--- config.mk ---
export PLATFORM = sky130hd
export DESIGN_NAME = uart_irq_ctrl
export DESIGN_NICKNAME = d
export VERILOG_FILES = /design/src/rtl/common_def.sv /design/src/rtl/uart_char_timeout.sv /design/src/rtl/uart_irq_ctrl.sv
export SDC_FILE = /design/constraint.sdc
export NUM_CORES = 1
export LEC_CHECK = 0
export ABC_AREA = 0
export CORE_AREA = 2 2 39 41
export CTS_BUF_LIST = sky130_fd_sc_hd__clkbuf_16
export DETAILED_ROUTE_END_ITERATION = 8
export DIE_AREA = 0 0 41 43
export PLACE_DENSITY = 0.66
export SLEW_MARGIN = 20
export SYNTH_ARGS = -nofsm -noshare
export SYNTH_HDL_FRONTEND = slang
export SYNTH_SLANG_ARGS = --single-unit
--- constraint.sdc ---
create_clock -name clk -period 2.88 [get_ports clk]
set_input_delay 0.576 -clock clk [delete_from_list [all_inputs] [get_ports clk]]
set_output_delay 0.576 -clock clk [all_outputs]
set_load 0.02 [all_outputs]
--- src/rtl/common_def.sv ---
// Shared UART register-map definitions: APB addresses, IIR identification codes
// and IER bit positions used by the interrupt controller.
package common_def;

    typedef enum logic [2:0] {
        ADDR_RDR = 3'h0,
        ADDR_TDR = 3'h1,
        ADDR_IER = 3'h2,
        ADDR_IIR = 3'h3,
        ADDR_FCR = 3'h4,
        ADDR_LSR = 3'h5
    } apb_addr_e;

    localparam logic [3:0] IIR_NONE = 4'b0001;
    localparam logic [3:0] IIR_LSR  = 4'b0110;
    localparam logic [3:0] IIR_RDA  = 4'b0100;
    localparam logic [3:0] IIR_CTO  = 4'b1100;
    localparam logic [3:0] IIR_THRE = 4'b0010;

    localparam int IER_RDA  = 0;
    localparam int IER_THRE = 1;
    localparam int IER_RLS  = 2;

    // Inputs are already gated by their enables; first active source wins.
    function automatic logic [3:0] iir_encode(input logic lsr, input logic rda,
                                              input logic cto, input logic thre);
        logic [3:0] code;
        code = IIR_NONE;
        if (lsr)       code = IIR_LSR;
        else if (rda)  code = IIR_RDA;
        else if (cto)  code = IIR_CTO;
        else if (thre) code = IIR_THRE;
        return code;
    endfunction

endpackage

--- src/rtl/uart_char_timeout.sv ---
// RX character-timeout counter and pending flag; only built with UART_IRQ_TIMEOUT_EN.
module uart_char_timeout #(
    parameter int TO_W = 16
) (
    input  logic            i_clk,
    input  logic            i_reset_n,
    input  logic            i_rx_not_empty,
    input  logic            i_rx_activity,
    input  logic            i_rdr_rd,
    input  logic [TO_W-1:0] i_to_limit,
    output logic            o_pend_nxt
);
    localparam logic [TO_W-1:0] ONE = TO_W'(1);

    logic [TO_W-1:0] r_cnt;
    logic            r_pend;
    logic            w_count;
    logic            w_hit;

    assign w_count = i_rx_not_empty & ~i_rx_activity & ~i_rdr_rd;
    // ">=" rather than "==" so a limit lowered below the current count still fires.
    assign w_hit   = w_count && (i_to_limit != '0) && (r_cnt >= (i_to_limit - ONE));
    assign o_pend_nxt = w_hit | (r_pend & ~(i_rdr_rd | i_rx_activity));

    always_ff @(posedge i_clk) begin
        if (!i_reset_n) begin
            r_cnt  <= '0;
            r_pend <= 1'b0;
        end else begin
            if (!w_count)
                r_cnt <= '0;
            else if (r_cnt < i_to_limit)
                r_cnt <= r_cnt + ONE;
            r_pend <= o_pend_nxt;
        end
    end

endmodule

--- src/rtl/uart_irq_ctrl.sv ---
// UART interrupt prioritiser producing registered irq / IIR code.
// Define UART_IRQ_TIMEOUT_EN to include the character-timeout source.
module uart_irq_ctrl #(
    parameter int TO_W = 16
) (
    input  logic            clk,
    input  logic            reset_n,
    input  logic [2:0]      ier,
    input  logic            rx_level_hit,
    input  logic            rx_not_empty,
    input  logic            rx_activity,
    input  logic            rx_line_err,
    input  logic            tx_empty,
    input  logic [TO_W-1:0] to_limit,
    input  logic            iir_rd,
    input  logic            lsr_rd,
    input  logic            rdr_rd,
    input  logic            tdr_wr,
    output logic            irq,
    output logic [3:0]      iir_id
);
    import common_def::*;

    logic       r_lsr;
    logic       r_thre;
    logic       r_tx_hist;
    logic       r_irq;
    logic [3:0] r_iir;

    logic       w_tx_lvl;
    logic       w_lsr_nxt;
    logic       w_thre_clr;
    logic       w_thre_nxt;
    logic       w_cto_nxt;
    logic [3:0] w_iir_nxt;

`ifdef UART_IRQ_TIMEOUT_EN
    uart_char_timeout #(.TO_W(TO_W)) u_char_timeout (
        .i_clk          (clk),
        .i_reset_n      (reset_n),
        .i_rx_not_empty (rx_not_empty),
        .i_rx_activity  (rx_activity),
        .i_rdr_rd       (rdr_rd),
        .i_to_limit     (to_limit),
        .o_pend_nxt     (w_cto_nxt)
    );
`else
    logic w_unused;
    assign w_unused  = ^{to_limit, rdr_rd, rx_activity, rx_not_empty};
    assign w_cto_nxt = 1'b0;
`endif

    // Enabling THRE while the transmitter is already idle counts as a rising edge.
    assign w_tx_lvl   = tx_empty & ier[IER_THRE];
    assign w_lsr_nxt  = rx_line_err | (r_lsr & ~lsr_rd);
    assign w_thre_clr = tdr_wr | (iir_rd && (r_iir == IIR_THRE));
    assign w_thre_nxt = (w_tx_lvl & ~r_tx_hist) | (r_thre & ~w_thre_clr);

    assign w_iir_nxt = iir_encode(w_lsr_nxt    & ier[IER_RLS],
                                  rx_level_hit & ier[IER_RDA],
                                  w_cto_nxt    & ier[IER_RDA],
                                  w_thre_nxt   & ier[IER_THRE]);

    always_ff @(posedge clk) begin
        if (!reset_n) begin
            r_lsr     <= 1'b0;
            r_thre    <= 1'b0;
            r_tx_hist <= 1'b0;
            r_irq     <= 1'b0;
            r_iir     <= IIR_NONE;
        end else begin
            r_lsr     <= w_lsr_nxt;
            r_thre    <= w_thre_nxt;
            r_tx_hist <= w_tx_lvl;
            r_irq     <= (w_iir_nxt != IIR_NONE);
            r_iir     <= w_iir_nxt;
        end
    end

    assign irq    = r_irq;
    assign iir_id = r_iir;

endmodule

### After elaboration in Yosys (flattened, before gate mapping)

Index checks and enable logic that the tools add are counted.

| word-level totals | value |
|---|---|
| register bits | 8 |
| logic and storage cells | 24 |

| cells by class | value |
|---|---|
| equality and inequality tests | 2 |
| muxes and demuxes | 3 |
| bitwise logic cells | 13 |
| reductions and logical operators | 1 |

Operator list:

| cell | count |
|---|---|
| 1-bit AND | 7 |
| 4-bit by 2-bit == test with 1-bit output (second input constant) | 1 |
| 4-bit two-way mux | 1 |
| 4-bit by 1-bit inequality test with 1-bit output (second input constant) | 1 |
| 3-bit two-way mux | 1 |
| 1-bit NOT | 3 |
| 1-bit OR | 3 |
| 2-bit two-way mux | 1 |
| 1-bit logical AND | 1 |

### Longest topological paths before layout

| depth | value |
|---|---|
| depth in word-level cells | 11 |
| gate-level depth with buffers | 3 |
| mapped depth without buffers | 3 |

### Worst setup path before layout

OpenSTA, ideal clock, no wires.

| timing | value |
|---|---|
| path kind | in2reg |
| from | in iir_rd |
| to | reg r_irq (netlist: irq) |
| setup time | 0.122 ns |
| arrival | 1.182 ns |
| data required time | 2.758 ns |
| path slack | 1.577 ns |
| cell stages on the path | 3 |
| buffers on the path | 0 |
| cells stage by stage | and4bb_1 o22ai_2 a221o_1 |

| between the ends | value |
|---|---|
| cells in the longest elaborated chain, start to end | 10 |

RTL lines:

| item | RTL line | RTL |
|---|---|---|
| from (decl) | uart_irq_ctrl.sv:15 | `input logic iir_rd,` |
| 1-bit logical AND | uart_irq_ctrl.sv:56 | `assign w_thre_clr = tdr_wr \| (iir_rd && (r_iir == IIR_THRE));` |
| 1-bit OR | uart_irq_ctrl.sv:56 |  |
| 1-bit NOT | uart_irq_ctrl.sv:57 | `assign w_thre_nxt = (w_tx_lvl & ~r_tx_hist) \| (r_thre & ~w_thre_clr);` |
| 1-bit AND | uart_irq_ctrl.sv:57 |  |
| 1-bit OR | uart_irq_ctrl.sv:57 |  |
| 1-bit AND | uart_irq_ctrl.sv:62 | `w_thre_nxt & ier[IER_THRE]);` |
| 2-bit two-way mux | common_def.sv:32 | `else if (thre) code = IIR_THRE;` |
| 3-bit two-way mux | common_def.sv:30 | `else if (rda) code = IIR_RDA;` |
| 4-bit two-way mux | common_def.sv:29 | `if (lsr) code = IIR_LSR;` |
| 4-bit by 1-bit inequality test with 1-bit output | uart_irq_ctrl.sv:75 | `r_irq <= (w_iir_nxt != IIR_NONE);` |
| to (signal assigned) | uart_irq_ctrl.sv:75 |  |
| to (decl) | uart_irq_ctrl.sv:27 | `logic r_irq;` |

No other way between the ends.
A chain may end at the register's enable or synchronous reset.

### Worst setup path after layout

| timing | value |
|---|---|
| from | reg r_iir[1] (netlist: iir_id[1]) |
| to | out iir_id[1] |

RTL lines:

| item | RTL line | RTL |
|---|---|---|
| from (decl) | uart_irq_ctrl.sv:28 | `logic [3:0] r_iir;` |
| from (signal assigned) | uart_irq_ctrl.sv:76 | `r_iir <= w_iir_nxt;` |
| to (decl) | uart_irq_ctrl.sv:20 | `output logic [3:0] iir_id` |

No word-level cell between the ends.

==> impl_metrics.py <==
metrics = {
    "status": {
        "outcome": "finished clean",
    },
    "power_and_ir_drop": {
        "powerDensity_nw_per_um2": 779,
        "ir_drop_uv": 308,
        "p_leak_nw": 0.220,
    },
    "critical_path": {
        "r2r_start": "iir_id[2]$_SDFF_PN0_",
        "critPathArrivalTime_ps": 1140,
        "r2r.worst_path.cells": 3,
        "path_class": "reg2out",
        "crit_path_start_kind": "flop",
        "crit_required_ps": 2300,
        "end_kind": "output pin",
        "slowest_stage": "clkdlybuf4s50_1",
        "max_stage_delay_ps": 600,
        "critical_path_buf_inv_count": 1,
        "cp_cell_sequence": "clkdlybuf4s50_1",
        "critical_path_peak_fanout": 2,
        "critical_path.top_delay_family": "buffers and inverters",
        "r2r_slack_ps": 1750,
        "r2r_end": "irq$_SDFF_PN0_",
    },
    "synth": {
        "synth_cell_type_count": 17,
        "synth-xor-area-share_pct": 0,
        "syn-instance-count": 23,
        "yosys_warnings": 0,
        "synth_compound_area_share_pct": 24.9,
        "synth_top_family_by_area": "compound AO/OA/AOI/OAI gates",
        "synth_nets": 53,
        "synth.area.top_cells": "dfxtp_1 (54%), and4bb_1 (4.8%), o22ai_2 (4.8%)",
        "synthMuxAreaShare_pct": 0,
        "syn_area_sq_um": 262,
        "ys_ff_latch": 7,
        "synth_top_area_cell": "dfxtp_1",
        "synthSimpleGateAreaFrac_pct": 15.8,
        "seq_area_frac_synth_pct": 53.6,
        "synthAdderAreaFrac_pct": 0,
        "synth_top_area_share_pct": 53.6,
        "postSynthAreaPerCell_sq_um": 11.4,
    },
    "clock_network": {
        "cts_tree": "done",
        "clock-root-buffer": "clkbuf_16",
        "h-tree-depth": 1,
        "cts-hold-fix-buffers": 0,
        "clk_path_buf_depth": 2,
        "numCtsBuffers": 3,
        "clk_latency_ps": 230,
        "clk_pin_slew_ps": 40,
        "clock-sinks": 7,
        "cts_setup_buffers": 0,
        "cts_resized": 0,
    },
    "placed_design": {
        "post-place-ws_ps": 1020,
        "gp_congestion": 0.652,
        "io_buffers": 14,
        "place_hpwl_um": 427,
        "placed_area_sq_um": 414,
    },
    "routing": {
        "firstDrtPassIters": 2,
        "drc": 0,
        "ant_nets": 0,
        "drt_iter0_markers": 3,
        "dr_wl_met3_um": 76,
        "routedWlPerCell_um": 9.93,
        "wirelength_um": 556,
        "highest_layer": "met4",
        "viasPerCell": 4.13,
        "num_vias": 231,
        "dr_wl_met2_um": 241,
        "drt-met1-wl_um": 214,
    },
    "hold_path": {
        "hold_class": "reg2reg",
        "min_from": "r_tx_hist$_SDFF_PN0_",
        "holdPathEnd": "r_thre$_SDFF_PN0_",
        "holdPathStages": 1,
    },
    "global_route": {
        "grt_max_degree": 8,
        "antenna_found_initial": 0,
        "grt_pass1_wl_um": 924,
        "overflow": 0,
        "grt_usage_pct": 9.26,
        "grt_pass1_vias": 229,
    },
    "sta": {
        "final-max-slew-violation-count": 0,
        "fin_ws_ps": 1160,
        "setup_viol": 0,
        "period_needed_ps": 1720,
        "tns_ps": 0,
        "skew_ps": 1.60,
        "timing.final.crit_share_pct": 59.7,
        "hold_viol": 0,
        "rsz0062_at_grt": "no",
        "max_freq_mhz": 582,
    },
    "floorplanning": {
        "die_width_um": 41,
        "core-area_sq_um": 1380,
        "dieHeight_um": 43,
        "fp.dieArea_sq_um": 1760,
        "num_rows": 14,
        "initial_utilization_pct": 18.9,
        "io_pins": 35,
    },
    "flow_run": {
        "drv_cap": 0,
    },
    "layout": {
        "finalNetCount": 71,
        "area_growth_pct": 88.5,
        "post-route-cell-area_sq_um": 493,
        "mostFrequentLayoutCell": "clkdlybuf4s50_1",
        "n_antenna_cell": 0,
        "layout_common_cells": "clkdlybuf4s50_1 (14), dfxtp_1 (7), clkbuf_16 (3), inv_1 (2)",
        "drive_gt1_share_pct": 12.5,
    },
}
==> worst max-delay path by stage <==
stage	cells past startpoint	to	startpoint	slack (ps)
floorplan	3	irq$_SDFF_PN0_	iir_rd	1580
global route	1	iir_id[0]	iir_id[0]$_SDFF_PN1_	1130
global placement	4	irq$_SDFF_PN0_	reset_n	1040
detailed placement	4	irq$_SDFF_PN0_	reset_n	1020
finish	1	iir_id[1]	iir_id[1]$_SDFF_PN0_	1160
CTS	1	iir_id[1]	iir_id[1]$_SDFF_PN0_	1150
==> registers in the layout, summed over array words and instances, names as in the netlist <==
register and count:
iir_id 3, irq 1, r_lsr 1, r_thre 1
r_tx_hist 1
==> through the flow <==
step | instances | total power, mW | utilization, % | hold WS, ps
floorplan | 23 | 0.127 | - | 459
global placement | 52 | 0.152 | 29.9 | 478
detailed placement | 52 | 0.152 | 29.9 | 483
CTS | 56 | 0.390 | 35.6 | 485
global route | 56 | 0.400 | 35.6 | 509
finish | 56 | 0.384 | 35.6 | 484
==> power by group <==
part	leakage, nW	internal [mW]	switching (mW)
registers	0.0582	0.105	0.00224
logic	0.119	0.0263	0.0169
clock network	0.0423	0.181	0.0534
==> area by class of cell <==
type	instances	area, sq um
flip-flops and latches	7	140
fillers	138	891
repair buffers	14	140
well taps	16	20.0
inverters	1	3.75
multi-input cells	14	110
clock inverters	1	3.75
clock buffers	3	75.1
==> metal layers <==
metal  global-route usage, %  vias up
met4                    8.00        0
met2                    10.9       11
met5                       0        -
li1                        -      116
met3                    9.95        2
met1                    8.44      102
==> cells in the mapped netlist <==
cell type / instances
and2_1: 1
nor2b_1: 1
o211a_1: 1
nand2_1: 1
inv_1: 1
a221o_1: 1
nand3b_1: 1
a31o_2: 1
buf_4: 1
conb_1: 1
dfxtp_1: 7
and4bb_1: 1
nand3_1: 1
o22ai_2: 1
a21o_1: 1
a221oi_1: 1
o21a_1: 1
==> logic make-up (layout without fill, tap and decap cells) <==
family	after synthesis	after routing
DFF	7	7
AOI/OAI and AO/OA	7	7
buffers and inverters	2	19
and+or+nand+nor	6	6
other	1	1
(Power assumes the default switching activity.)
==> variant 1: new RTL, same settings <==
Reset style: asynchronous (`reset_n`), changed in one clocked block.
--- a/src/rtl/uart_irq_ctrl.sv
+++ b/src/rtl/uart_irq_ctrl.sv
@@ -62,5 +62,5 @@
                                   w_thre_nxt   & ier[IER_THRE]);
 
-    always_ff @(posedge clk) begin
+    always_ff @(posedge clk or negedge reset_n) begin
         if (!reset_n) begin
             r_lsr     <= 1'b0;
Formal check against the unedited RTL: differs if reset_n is asserted again (counterexample within 4 cycles, from zero or initial values and one cycle with reset_n low); with reset_n held inactive, the same outputs for 10 cycles.
==> variant 1 against the original RTL <==
  * Sequential power grew 4%
  * Setup slack lost 0.19 ns
  * Sequential cell count is the same
  * Wire length shrank 5.9%
  * Design area grew 3.8%
  * Synthesized area grew 7.2%
  * Critical path type unchanged
  * Critical path depth is the same
  * Power grew 0.67%
  * Maximum frequency shrank 9.7%
  * Highest routed layer is now met3
==> variant 1: results (changes against the original RTL) <==
Post-Route WL = 523 um (was 556 um)
CP max stage delay = 0.59 ns
GRT Total Usage = 0.0800 (was 0.0926)
Drt drc = 0 (unchanged)
Initial antenna violation count = 0 (unchanged)
# placed instances = 53 (was 52)
Worst hold path class = in -> async (was reg -> reg)
Fraction of layout cells with a size suffix above 1 = 0.146 (was 0.125)
Maximum VDD drop = 0.000396 V (was 0.000308 V)
FFs w/ async S/R, synth = 1.00 (was 0)
DR vias = 222 (was 231)
Fill count = 144 (was 138)
Mapped Nets = 54 (was 53)
Unique cell type count in the Yosys netlist = 16 (was 17)
Dpl ws = 1.14 ns (was 1.02 ns)
Pre-antenna DRT Iters = 1 (was 2)
Synth Instances = 24 (was 23)
Largest net degree at the start of global routing = 8 (unchanged)
Syn. warnings = 0 (unchanged)
DRT iter0 DRCs = 0 (was 3)
Switch share = 0.181 (was 0.189)
Crit path max-delay family = buffers and inverters (unchanged)
Antenna diodes = 0 (unchanged)
Routed length per instance = 9.18 um (was 9.93 um)
Final net count = 72 (was 71)
Vias in the first global route = 238 (was 229)
CP Max Fanout = 2 (unchanged)
Slowest cell on the critical path = clkdlybuf4s50_1 (unchanged)
Resized Gates After CTS = 0 (unchanged)
Clock-pin slew on the worst setup and hold paths = 0.04 ns (about the same)
Synth top cells by count = dfrtp_1 (6), nand2_1 (2), nor2b_1 (2), o21ai_0 (2)
Max Root-Sink Buffers = 2 (unchanged)
Worst Path Arrival = 1.33 ns (was 1.14 ns)
Global-route wire length before repair = 897 um (was 924 um)
Clk root buf = clkbuf_16 (unchanged)
Clock Skew = 0.000261 ns (was 0.00160 ns)
Dominant cells by area after synthesis = dfrtp_1 (54%), dfstp_2 (9.4%), nor2b_1 (4.5%) (was dfxtp_1 (54%), and4bb_1 (4.8%), o22ai_2 (4.8%))
Status = finished, final reports clean (unchanged)
Static leakage = 0.231 nW (was 0.220 nW)
Dominant synthesized flop cell = dfrtp_1 (was dfxtp_1)
Port Buffers = 14 (unchanged)
Max FFs per register = 3 (unchanged)
Sequential element share of the synthesized area = 0.629 (was 0.536)
Placed cell area = 433 um^2 (was 414 um^2)
Post-DP HPWL = 418 um (was 427 um)
GP Congestion = 0.682 (was 0.652)
Clk Latency, worst-skew pair = 0.22 ns
H-tree depth = 1 (unchanged)
Postcts setup bufs = 0 (unchanged)
TritonCTS Buffers = 3 (unchanged)
-- variant 1: through the flow --
stage | power [mW] | utilization
after floorplan | 0.133 | -
after global placement | 0.161 | 0.313
after detailed placement | 0.161 | 0.313
after CTS | 0.392 | 0.370
after global routing | 0.404 | 0.370
final | 0.387 | 0.370
-- variant 1: power by group through the flow --
stage               Clock, mW  Sequential, mW  Combinational (mW)
floorplan                   0           0.120              0.0136
global placement            0           0.113              0.0481
detailed placement          0           0.112              0.0488
CTS                     0.231           0.111              0.0494
global route            0.239           0.112              0.0525
finish                  0.227           0.111              0.0483
-- variant 1: area by class of cell --
type                            count  area, um^2  share of cell area
Clock buffer                        3        75.1               0.147
Clock inverter                      1        3.75             0.00733
Inverter                            1        3.75             0.00733
Multi-Input combinational cell     15        92.6               0.181
Sequential cell                     7         176               0.345
Tap cell                           16        20.0              0.0391
Timing Repair Buffer               14         140               0.274
-- variant 1: path summary, 6_finish.rpt --
check / from / endpoint / slack [ns] / cells past startpoint
max: iir_id[0] / iir_id[0] / 0.98 / 1
min: reset_n / r_tx_hist / 0.61 / 1
max reg2reg: iir_id[2] / irq / 1.76 / 3
min reg2reg: r_lsr / r_lsr / 0.62 / 2
max in group asynchronous: reset_n / iir_id[0] / 1.99 / 1
min in group clk: r_lsr / r_lsr / 0.62 / 2
-- variant 1: layer usage --
metal  share of wire  vias up  GRT usage
met3            0.10        0     0.0471
met2            0.49       10      0.113
li1                -      112          -
met4               0        0     0.0400
met5               0        -          0
met1            0.41      100     0.0927
-- variant 1: cell families (layout without fill, tap and decap cells) --
logic type             after synthesis  after routing  share of synthesized area
other                                1              1                     0.0134
buffers and inverters                2             19                     0.0402
DFF                                  7              7                      0.629
and+or+nand+nor                     10             10                      0.228
AOI/OAI and AO/OA                    4              4                     0.0893
==> variant 2: new RTL, same settings <==
Made on the original files. Build with the macro `UART_IRQ_TIMEOUT_EN` defined.
--- a/src/rtl/uart_irq_ctrl.sv
+++ b/src/rtl/uart_irq_ctrl.sv
@@ -1,4 +1,6 @@
 // UART interrupt prioritiser producing registered irq / IIR code.
 // Define UART_IRQ_TIMEOUT_EN to include the character-timeout source.
+`define UART_IRQ_TIMEOUT_EN
+
 module uart_irq_ctrl #(
     parameter int TO_W = 16
Formal check against the unedited RTL: not equivalent (Yosys sat finds a counterexample within 4 cycles, from zero or initial values and one cycle with reset_n low).
==> variant 2 against the original RTL <==
  * The run now fails in global placement without I/O
  * Synthesized area rose to 8.1 times the old value
==> variant 2: results (changes against the original RTL) <==
Error msg = [ERROR GPL-0301] Utilization 171.911 % exceeds 100%.
FFs w/ async S/R, synth = 0 (unchanged)
Yosys reg bits = 25 (was 7)
Dominant synthesized flop cell = dfxtp_1 (unchanged)
Sequential element share of the synthesized area = 0.237 (was 0.536)
Rows = 14 (unchanged)
Status = did not finish (was finished, final reports clean)
Unique cell type count in the Yosys netlist = 42 (was 17)
Failed at = global placement without I/O
Mapped Nets = 329 (was 53)
Syn. warnings = 0 (unchanged)
Dominant cells by area after synthesis = dfxtp_1 (24%), ha_1 (20%), xnor2_1 (5.8%) (was dfxtp_1 (54%), and4bb_1 (4.8%), o22ai_2 (4.8%))
Synth Instances = 265 (was 23)
Synth top cells by count = ha_1 (34), dfxtp_1 (25), inv_1 (22), a21oi_1 (20), nand2_1 (20)
## variant 2: cell count changes after synthesis, moves of 11 or more
cell / change
xnor2_1: +14
dfxtp_1: +18
o21ai_0: +19
a21oi_1: +20
nand3_1: +11
nor2_1: +15
nand2_1: +19
ha_1: +34
inv_1: +21
or3_1: +11
## variant 2: cells by family after synthesis
group           count (synthesis)  synth area share
fa+ha+maj                      34             0.201
flops                          25             0.237
simple gates                   97             0.245
compound gates                 67             0.202
xor+xnor                       14            0.0580
mux                             1           0.00473
buf+inv                        27            0.0520
